`config.mk`:
```
export PLATFORM = sky130hd
export DESIGN_NAME = alu_result_log
export DESIGN_NICKNAME = d
export VERILOG_FILES = /design/src/rtl/alu_log_pkg.sv /design/src/rtl/alu_result_log_alu_core.sv /design/src/rtl/alu_result_log.sv
export SDC_FILE = /design/constraint.sdc
export NUM_CORES = 1
export LEC_CHECK = 0
export ABC_CLOCK_PERIOD_IN_PS = 3320
export CAP_MARGIN = 20
export CORE_AREA = 3 3 169 171
export DETAILED_ROUTE_END_ITERATION = 6
export DIE_AREA = 0 0 172 174
export SLEW_MARGIN = 20
export SYNTH_ARGS = -nofsm -noshare
export SYNTH_HDL_FRONTEND = slang
export SYNTH_SLANG_ARGS = --single-unit
export TNS_END_PERCENT = 100
```
`constraint.sdc`:
```
create_clock -name clk -period 3.32 [get_ports clk]
set_input_delay 0.332 -clock clk [delete_from_list [all_inputs] [get_ports clk]]
set_output_delay 0.332 -clock clk [all_outputs]
set_load 0.01 [all_outputs]
```
`src/rtl/alu_log_pkg.sv`:
```
// Shared types for the ALU result log: opcodes and FSM states.
// Feature macro: ALU_LOG_WRAP_EN (see alu_result_log.sv).
package alu_log_pkg;

  typedef enum logic [2:0] {
    OP_ADD = 3'b000,
    OP_SUB = 3'b001,
    OP_AND = 3'b010,
    OP_OR  = 3'b011,
    OP_XOR = 3'b100,
    OP_NOT = 3'b101,
    OP_SHL = 3'b110,
    OP_SHR = 3'b111
  } op_e;

  typedef enum logic {
    ST_RUN   = 1'b0,
    ST_CLEAR = 1'b1
  } state_e;

endpackage

```
`src/rtl/alu_result_log_alu_core.sv`:
```
// Combinational W-bit ALU; bit W carries carry/borrow/shift-out.
// Logic ops and right shift zero-extend bit W.
module alu_core
  import alu_log_pkg::*;
#(
  parameter int W = 8
) (
  input  logic [W-1:0] a,
  input  logic [W-1:0] b,
  input  logic [2:0]   sel,
  output logic [W:0]   result
);

  // opcode decode
  always_comb begin
    result = '0;
    unique case (op_e'(sel))
      OP_ADD: result = {1'b0, a} + {1'b0, b};
      OP_SUB: result = {1'b0, a} - {1'b0, b};
      OP_AND: result = {1'b0, a & b};
      OP_OR:  result = {1'b0, a | b};
      OP_XOR: result = {1'b0, a ^ b};
      OP_NOT: result = {1'b0, ~a};
      OP_SHL: result = {a, 1'b0};
      OP_SHR: result = {2'b00, a[W-1:1]};
    endcase
  end

endmodule

```
`src/rtl/alu_result_log.sv`:
```
// Registered ALU with valid/ready input logging results to a circular RAM.
// ALU_LOG_WRAP_EN: overwrite oldest entry when full instead of stalling.
module alu_result_log
  import alu_log_pkg::*;
#(
  parameter int W     = 8,
  parameter int DEPTH = 16,
  localparam int AW   = $clog2(DEPTH)
) (
  input  logic          clk,
  input  logic          rst,
  input  logic          in_valid,
  output logic          in_ready,
  input  logic [W-1:0]  a,
  input  logic [W-1:0]  b,
  input  logic [2:0]    sel,
  input  logic          clr,
  output logic          res_valid,
  output logic [W:0]    res,
  input  logic [AW-1:0] rd_addr,
  output logic [W:0]    rd_data,
  output logic [AW-1:0] wr_ptr,
  output logic [AW:0]   count,
  output logic          full,
  output logic          busy
);

  state_e        state;
  logic [AW-1:0] clr_addr;
  logic [W:0]    alu_y;
  logic [W:0]    mem [DEPTH];
  logic          accept;
  logic          log_wr;
  logic          we;
  logic [AW-1:0] waddr;
  logic [W:0]    wdata;
  logic [AW+1:0] pending;

  alu_core #(.W(W)) u_alu (
    .a      (a),
    .b      (b),
    .sel    (sel),
    .result (alu_y)
  );

  assign pending = {1'b0, count} + (AW+2)'(res_valid);

`ifdef ALU_LOG_WRAP_EN
  assign in_ready = (state == ST_RUN) && !clr;
`else
  assign in_ready = (state == ST_RUN) && !clr
                 && (pending < (AW+2)'(DEPTH));
`endif

  assign accept = in_valid && in_ready;
  assign log_wr = (state == ST_RUN) && res_valid;
  assign busy   = (state == ST_CLEAR);
  assign full   = (count == (AW+1)'(DEPTH));

  assign we    = log_wr || busy;
  assign waddr = busy ? clr_addr : wr_ptr;
  assign wdata = busy ? '0 : res;

  // result register: one res_valid pulse per accepted op
  always_ff @(posedge clk) begin
    if (rst) begin
      res       <= '0;
      res_valid <= 1'b0;
    end else begin
      res_valid <= accept;
      if (accept) res <= alu_y;
    end
  end

  // FSM, write pointer and fill count
  always_ff @(posedge clk) begin
    if (rst) begin
      state    <= ST_RUN;
      clr_addr <= '0;
      wr_ptr   <= '0;
      count    <= '0;
    end else begin
      if (log_wr) begin
        wr_ptr <= wr_ptr + 1'b1;
        if (!full) count <= count + 1'b1;
      end
      unique case (state)
        ST_RUN: begin
          if (clr) begin
            state    <= ST_CLEAR;
            clr_addr <= '0;
          end
        end
        ST_CLEAR: begin
          clr_addr <= clr_addr + 1'b1;
          if (clr_addr == AW'(DEPTH - 1)) begin
            state  <= ST_RUN;
            wr_ptr <= '0;
            count  <= '0;
          end
        end
      endcase
    end
  end

  // log RAM write port (results or clear sweep)
  always_ff @(posedge clk) begin
    if (we) mem[waddr] <= wdata;
  end

  // registered read-first read port
  always_ff @(posedge clk) begin
    if (rst) rd_data <= '0;
    else     rd_data <= mem[rd_addr];
  end

endmodule
```
==> results.json <==
{
  "status": "finished clean",
  "htreeDepth": 4,
  "power.switching_mw": 1.129,
  "start_util_pct": 29.88,
  "period_share_pct": 78.79,
  "min_path_type": "reg -> reg",
  "powerDensity_nw_per_um2": 497.6,
  "cts_tree": "yes",
  "tightestPinTransition_ps": 1095,
  "r2r_start": "busy",
  "clock_skew_ps": 8.025,
  "grt_pass1_wl_microns": 27630,
  "syn_nets": 601,
  "setup_tns_ps": 0,
  "core_area_sq_um": 27030,
  "ys_seq_area_share_pct": 61.74,
  "min_path_cells": 2,
  "cts_root_buf": "clkbuf_16",
  "internal_power_mw": 3.698,
  "grt_usage_pct": 12.12,
  "leakage_nw": 3.305,
  "cts_setup_buffers": 0,
  "maxSlewViolCount": 0,
  "ctsResizeCount": 0,
  "ys_types": 57,
  "seqPwrFrac_pct": 50.7,
  "fp.dieH_microns": 174,
  "ys_seq_elements": 177,
  "syn_inst": 544,
  "antenna_found_initial": 0,
  "yosysWarnings": 0,
  "ant_nets": 0,
  "grt_pass1_vias": 4708,
  "path_delay_family": "buffers and inverters",
  "die-area_sq_um": 29930,
  "fp.dieW_microns": 172,
  "cts_buffers": 17,
  "drive_above_1_share_pct": 18.15,
  "finalCriticalPeriod_ps": 2616,
  "cp.required_ps": 2990,
  "portBuffers": 57,
  "finalSetupViolations": 0,
  "place_area_sq_um": 9106,
  "layout_common_cells": "144 x edfxtp_1, 55 x clkdlybuf4s50_1, 46 x nor2_1, 46 x mux4_2, 33 x dfxtp_1",
  "clk_latency_ps": 420,
  "grt_overflow": 0,
  "cts_hold_buf": 0,
  "async_reset_ff_share_pct": 0,
  "grt_max_degree": 37,
  "slowest_stage": "clkdlybuf4s50_1",
  "final_common_cell": "edfxtp_1",
  "worstPathArrival_ps": 2280,
  "dr.pass1.iters": 4,
  "maxSlewHeadroom_pct": 26.71,
  "grt_setup_unrepaired": "no",
  "rr_worst_depth": 3,
  "final_cells": 969,
  "critical_path_class": "reg -> out",
  "worst_path_largest_cell_delay_ps": 600,
  "end_kind": "output port",
  "gp_congestion": 0.8295,
  "ys.flop_type": "edfxtp_1",
  "rows": 60,
  "place_ws_ps": 259.4,
  "layout_setup_ws_ps": 704.3,
  "hold_start": "res[0]",
  "syn2layout_area_growth_pct": 20.13,
  "synthesis.area_sq_um": 8074,
  "num-nets-final": 672,
  "syn_avg_cell_area_sq_um": 14.84,
  "p_sw_share_pct": 23.39,
  "clkTransAtPathRegs_ps": 70,
  "wl_microns": 17560,
  "cp.depth": 3,
  "r2r_setup_slack_ps": 990,
  "io_pins": 58,
  "min_to": "res[0]",
  "routed-via-count": 4738,
  "drt_iter0_drc": 344,
  "p_comb_share_pct": 10.0,
  "crit_chain": "or2_2 -> a311oi_2 -> clkdlybuf4s50_1",
  "path_max_fanout": 20,
  "fmaxAchievable_ghz": 0.3823,
  "p_clk_share_pct": 39.3,
  "hold_violations": 0,
  "path_buf_inv": 1,
  "peakVddDrop_uv": 269.8,
  "dp_hpwl_microns": 11790,
  "worstReg2RegEnd": "mem[1][8]",
  "cts_sinks": 177,
  "wire_per_inst_microns": 18.12,
  "clock_path_buffers": 2,
  "insertedDiodeCount": 0,
  "place_inst": 934,
  "design_area_sq_um": 9699,
  "viasPerCell": 4.890,
  "cap_violations": 0,
  "synth_edf_count": 144,
  "post-route-drc-count": 0,
  "crit_path_start_kind": "flip-flop"
}
## sequential cells by signal (all words and copies together), names as in the netlist
register   cells
res            9
wr_ptr         4
res_valid      1
count          5
clr_addr       4
rd_data        9
mem          144
busy           1
## worst max-delay path by stage
| stage | slack (ps) | end | startpoint |
|---|---|---|---|
| detailed placement | 260 | res[7] | b[0] |
| finish | 700 | in_ready | busy |
| floorplan | 750 | res[3] | sel[1] |
| global route | 450 | res[7] | b[1] |
| global placement | 270 | res[7] | b[0] |
| CTS | 680 | in_ready | busy |
## per-stage QoR
step	power [mW]	utilization, %	hold slack, ps
floorplan	2.803	-	403.6
global placement	2.980	33.67	490.7
detailed placement	2.983	33.69	480.9
CTS	4.865	35.77	493.2
global route	5.010	35.89	530.4
finish	4.826	35.89	496.8
## synthesized netlist by cell type (3+ instances only)
library cell  instances  area share (%)
o21ai_0              12            0.74
nand2_1              22             1.0
nor2b_1              25             1.9
xnor2_1               8            0.87
mux2i_1               8            0.99
a211oi_1              8            0.74
o211ai_1              3            0.28
buf_6                 3            0.42
clkbuf_1             16            0.74
mux4_2               46              13
ha_1                 29             4.5
a21oi_1              18             1.1
a31oi_1               8            0.62
o22ai_1               3            0.23
nand2b_1              6            0.46
dfxtp_1              33             8.2
nor3b_1               5            0.46
and3_1                3            0.23
nor3_1                4            0.25
a221oi_1              4            0.43
xor2_1                5            0.54
buf_1                 5            0.23
nand4_1               3            0.23
a311oi_1              6            0.65
nor2_1               51             2.4
a21o_1                3            0.28
inv_1                24             1.1
edfxtp_1            144              54
and2_1                4            0.31
## worst reg2reg max path: stages, from the launching register on
cell and delay (ps):
dfxtp_1 490, nor4bb_1 380, a31oi_1 160, nor2_1 900
## cells by family (layout without fill, tap and decap cells)
logic type / after synthesis / after routing / share of synthesized area (%)
fa+ha+maj: 30 / 30 / 4.742
mux: 55 / 55 / 13.96
xor+xnor: 13 / 13 / 1.410
flops: 177 / 177 / 61.74
buf+inv: 52 / 136 / 2.820
simple gates: 134 / 134 / 8.275
compound gates: 83 / 83 / 7.051
## routing by layer
layer | wire [microns] | track usage [%] | up-vias
met4 | 111 | 2.196 | 0
li1 | - | - | 2243
met3 | 1051 | 3.411 | 9
met2 | 8186 | 18.51 | 140
met5 | 0 | 0 | -
met1 | 8207 | 17.46 | 2346
## power by group through the flow
stage	clock (mW)	combinational (mW)	sequential (mW)
final	1.89	0.484	2.45
after global placement	0	0.485	2.50
after CTS	1.93	0.488	2.45
after floorplan	0	0.306	2.50
after global routing	2.02	0.536	2.45
after detailed placement	0	0.487	2.50
## cell type report
type / count / area (sq um)
fill: 2609 / 17330
sequential: 177 / 4985
clock inverter: 15 / 135.1
multi-input combinational: 315 / 2879
tap: 341 / 426.7
clock buffer: 17 / 425.4
timing repair buffer: 80 / 758.2
inverter: 24 / 90.09
Power figures use the tool's default switching activity.
